[config.mk]
export PLATFORM = sky130hd
export DESIGN_NAME = fetch_unit
export DESIGN_NICKNAME = d
export VERILOG_FILES = /design/src/rtl/fetch_unit.sv
export SDC_FILE = /design/constraint.sdc
export NUM_CORES = 1
export LEC_CHECK = 0
export CAP_MARGIN = 25
export CORE_MARGIN = 4
export CORE_UTILIZATION = 40
export DETAILED_ROUTE_END_ITERATION = 10
export PLACE_DENSITY = 0.84
export SYNTH_ARGS = -nofsm -noshare
export SYNTH_HDL_FRONTEND = slang
export SYNTH_SLANG_ARGS = --single-unit
[constraint.sdc]
create_clock -name clk -period 3.7 [get_ports clk]
set_input_delay 0.555 -clock clk [delete_from_list [all_inputs] [get_ports clk]]
set_output_delay 0.555 -clock clk [all_outputs]
set_load 0.01 [all_outputs]
[src/rtl/fetch_unit.sv]
// ---------------------------------------------------------------------------
// fetch_unit
//   Program-counter register and instruction fetch sequencer. The block
//   requests the word at pc from instruction memory and waits for the
//   memory's ready handshake. It then holds the instruction for decode until
//   the core accepts it. An aligned accepted target starts the next fetch.
//   A misaligned accepted target sets a sticky flag and parks the block in
//   HALT until reset. Each accepted advance increments the retired counter.
//
// Parameters
//   RESET_PC    PC loaded on reset (word aligned)
//   CNT_W       width of the retired-instruction counter
//
// Ports
//   clk          i  system clock, rising edge
//   reset        i  asynchronous active-high reset
//   next_pc      i  next PC, sampled only on an accepted advance in HOLD
//   advance      i  core consumed the current instruction
//   imem_req     o  fetch request (FETCH state, suppressed during reset)
//   imem_addr    o  fetch word address, always equal to pc
//   imem_ready   i  memory accepts the request / returns data this cycle
//   imem_rdata   i  instruction word, valid with imem_req && imem_ready
//   pc           o  address of the instruction being fetched or held
//   instr        o  held instruction word
//   instr_valid  o  instr belongs to pc and may be executed
//   misalign     o  sticky: an accepted target had next_pc[1:0] != 0
//   retired      o  count of accepted advances (wraps)
// ---------------------------------------------------------------------------
module fetch_unit #(
   parameter logic [31:0] RESET_PC = 32'h0000_3000,
   parameter int unsigned CNT_W    = 32
) (
   input  logic             clk,
   input  logic             reset,
   input  logic [31:0]      next_pc,
   input  logic             advance,
   output logic             imem_req,
   output logic [31:0]      imem_addr,
   input  logic             imem_ready,
   input  logic [31:0]      imem_rdata,
   output logic [31:0]      pc,
   output logic [31:0]      instr,
   output logic             instr_valid,
   output logic             misalign,
   output logic [CNT_W-1:0] retired
);

   typedef enum logic [1:0] {
      FETCH = 2'd0,
      HOLD  = 2'd1,
      HALT  = 2'd2
   } state_t;

   localparam logic [CNT_W-1:0] CNT_ONE = {{(CNT_W-1){1'b0}}, 1'b1};

   state_t           state_q, state_d;
   logic [31:0]      pc_q, pc_d;
   logic [31:0]      instr_q, instr_d;
   logic             valid_q, valid_d;
   logic             mis_q, mis_d;
   logic [CNT_W-1:0] ret_q, ret_d;

   // State register
   always_ff @(posedge clk or posedge reset) begin
      if (reset) begin
         state_q <= FETCH;
         pc_q    <= RESET_PC;
         instr_q <= '0;
         valid_q <= 1'b0;
         mis_q   <= 1'b0;
         ret_q   <= '0;
      end else begin
         state_q <= state_d;
         pc_q    <= pc_d;
         instr_q <= instr_d;
         valid_q <= valid_d;
         mis_q   <= mis_d;
         ret_q   <= ret_d;
      end
   end

   // Next-state logic
   always_comb begin
      state_d = state_q;
      pc_d    = pc_q;
      instr_d = instr_q;
      valid_d = valid_q;
      mis_d   = mis_q;
      ret_d   = ret_q;

      unique case (state_q)
         FETCH: begin
            // advance is deliberately not looked at here
            if (imem_ready) begin
               instr_d = imem_rdata;
               valid_d = 1'b1;
               state_d = HOLD;
            end
         end

         HOLD: begin
            if (advance) begin
               valid_d = 1'b0;
               ret_d   = ret_q + CNT_ONE;
               if (next_pc[1:0] == 2'b00) begin
                  pc_d    = next_pc;
                  state_d = FETCH;
               end else begin
                  // pc keeps the last good address for post-mortem
                  mis_d   = 1'b1;
                  state_d = HALT;
               end
            end
         end

         HALT: begin
            valid_d = 1'b0;
         end

         default: begin
            state_d = FETCH;
         end
      endcase
   end

   // The reset state is FETCH. The request is masked while reset is held,
   // so no handshake is offered until reset is released.
   assign imem_req    = (state_q == FETCH) && !reset;
   assign imem_addr   = pc_q;
   assign pc          = pc_q;
   assign instr       = instr_q;
   assign instr_valid = valid_q;
   assign misalign    = mis_q;
   assign retired     = ret_q;

endmodule

==> summary.md <==
| Metric | Value |
|---|---|
| Post-synth top area cell | `dfrtp_1` |
| Worst VDD drop | `0.346 mV` |
| Number of synthesized flops with an enable pin | `0` |
| Number of global-route vias before repair | `3361` |
| Final period utilization | `0.645` |
| Mapped Cells | `322` |
| First-pass GRT wire length | `17.7 mm` |
| Crit path launch type | `flop` |
| Routed WL per cell | `17.1 um` |
| Mapped Area | `4370 um^2` |
| Remaining Overflow, GRT | `0` |
| Synth top area cells | `dfrtp_1 56%, mux2_2 16%, buf_4 6.0%, xnor2_1 4.6%, ha_1 1.7%` |
| Final Critical Period | `2.38 ns` |
| Postcts setup bufs | `0` |
| Worst EP arrival | `1.83 ns` |
| CP Cell Sequence | `inv_1 -> ha_1 -> nor2b_1 -> clkdlybuf4s50_1` |
| CP endpoint kind | `output port` |
| CTS tree | `done` |
| Area occupied by multi-input gates | `1570 um^2` |
| Die Y | `113 um` |
| Tot GR Track Use | `0.175` |
| FF+latch count, synth | `100` |
| Lkg Pwr | `2.68 nW` |
| Crit-path max cell delay | `0.55 ns` |
| Synth-to-Final Area Change | `48.8%` |
| Clk pin slew, worst setup/hold paths | `0.09 ns` |
| Seq. cell area | `2500 um^2` |
| # placed instances | `621` |
| Final Instance Area | `6500 um^2` |
| CTS Buf Count | `9` |
| CP Buf/Inv Count | `2` |
| Syn_area_per_cell | `13.6 um^2` |
| Routed WL | `10.9 mm` |
| FP Rows | `37` |
| Max_slew headroom | `0.596` |
| H-tree levels | `3` |
| Ranking of synthesized cells by instance count | `98 x dfrtp_1, 62 x mux2_2, 35 x buf_4` |
| Post_cts resized | `0` |
| Max frequency | `419 MHz` |
| Post-synth cell types | `33` |
| Core area | `10500 um^2` |
| Placer Congestion | `0.830` |
| Initial Util | `0.417` |
| Top-area cell type share of the netlist area | `0.561` |
| Max-cap violations | `0` |
| Slowest CP cell | `clkdlybuf4s50_1` |
| Most common flop cell mapped by yosys | `dfrtp_1` |
| Final std cells w/o fill | `637` |
| YS warnings | `0` |
| Worst Path Required | `3.14 ns` |
| RSZ-0062 raised after global routing | `false` |
| Initial antenna violation count | `0` |
| Final Max Tran Viols | `0` |
| Clock skew | `0.0141 ns` |
| Hold slack final | `0.504 ns` |
| Async SR Flop Fraction | `1.00` |
| Antenna Cells | `0` |
| Pre-CTS setup slack | `1.18 ns` |
| Root Buffer | `clkbuf_8` |
| Max Root-Sink Buffers | `2` |
| Cell family with most CP delay | `buffers and inverters` |
| CP max FO | `4` |
| # nets final | `570` |
| Final Util | `0.621` |
| Fill count | `825` |
| Critical path class | `reg -> out` |
| Post-synth net total | `396` |
| Port bufs | `198` |
| Initial DRT Pass Iterations | `4` |
| Cell Area, Placed | `6280 um^2` |
| Boundary Pins | `199` |
| Worst Slack Setup Final | `1.32 ns` |
| Die width | `113 um` |
| Setup TNS | `0 ns` |
| Die ar. | `12700 um^2` |
| Setup violations, final | `0` |
| Tot Pwr | `4.67 mW` |
| Clock Latency Late Sink | `0.35 ns` |
| Antenna-violating nets left | `0` |
| Worst Max-Slew Pin Slew | `0.600 ns` |
| Hold Crit Class | `reg -> reg` |
| Register area share after synthesis | `0.573` |
| Vias | `3091` |
| Share of layout cells above drive strength 1 | `0.188` |
| Outcome | `complete, no violations` |
| PD cells | `718 nW/um^2` |
| DRC | `0` |
| Top-count cell post-synth | `dfrtp_1` |
| 1st-iter DRT viols | `128` |
| Via density | `4.85` |
| Largest net degree at the start of global routing | `54` |
| DP Wirelength | `8.54 mm` |
| CTS sink count | `100` |
| Cts-stage hold buffer count | `0` |
| Hold Vio Cnt, Final | `0` |
-- path summary, 6_finish.rpt --
check                            start            end  slack [ns]  cells after the start
setup / recovery            state_q[1]       imem_req        1.32                      4
hold reg to reg            retired[31]    retired[31]        0.50                      1
min in group asynchronous        reset      instr[26]        0.66                      2
hold / removal             retired[31]    retired[31]        0.50                      1
setup reg to reg            state_q[1]  imem_addr[10]        1.50                      6
max in group asynchronous        reset    retired[26]        2.34                      3
-- cells in the final DEF, fill, tap and decap left out, drive strengths merged --
cell,instances
nor2,10
ha,6
clkdlybuf4s50,198
mux2,64
and2,1
nand2,14
dfstp,2
and2b,1
a21oi,1
nand3,13
clkinvlp,1
and4,1
xnor2,23
bufinv,2
or2,1
o21ai,1
dfrtp,98
inv,6
and3,4
nor3,5
nor4,6
nor2b,4
clkbuf,11
nand4,13
o21bai,1
clkinv,1
buf,3
o22ai,1
a22o,1
xor2,8
-- sequential cells by signal, indices dropped and copies added, names as in the netlist --
register     count
instr_valid      1
misalign         1
retired         32
instr           32
imem_addr       32
state_q          2
-- final cells by class --
class	count	share of cell area
sequential	100	0.385
timing repair buffer	201	0.310
multi-input combinational	179	0.242
tap	136	0.0262
clock buffer	11	0.0202
clock inverter	5	0.0131
inverter	5	0.00327
-- where the power goes --
part / switching, mW / total (mW) / internal, mW
Sequential: 0.270 / 1.76 / 1.49
Combinational: 0.806 / 2.16 / 1.35
Clock: 0.364 / 0.749 / 0.386
-- metal layers --
metal / vias to the layer above / track usage / share of wire
met5: - / 0 / 0
met2: 122 / 0.319 / 0.53
met3: 9 / 0.0474 / 0.064
li1: 1430 / - / -
met1: 1530 / 0.204 / 0.39
met4: 0 / 0.0417 / 0.011
-- worst reg2reg max path, stage by stage, from the launching register on --
cell and delay, ns:
dfrtp_1 0.43, inv_1 0.15, ha_1 0.34, nand2_1 0.22, nor3_4 0.15, buf_4 0.39
mux2_2 0.42
-- logic make-up (layout without fill, tap and decap cells) --
kind of cell / count (synthesis) / in the layout / share of synthesized area
DFF: 100 / 100 / 0.573
and+or+nand+nor: 73 / 73 / 0.108
muxes: 64 / 64 / 0.165
buffers and inverters: 43 / 222 / 0.0670
xor gates and xnor gates: 31 / 31 / 0.0622
adders and majority gates: 6 / 6 / 0.0172
AOI/OAI and AO/OA: 5 / 5 / 0.00745
Note: power is estimated with default switching activity, not from simulation.
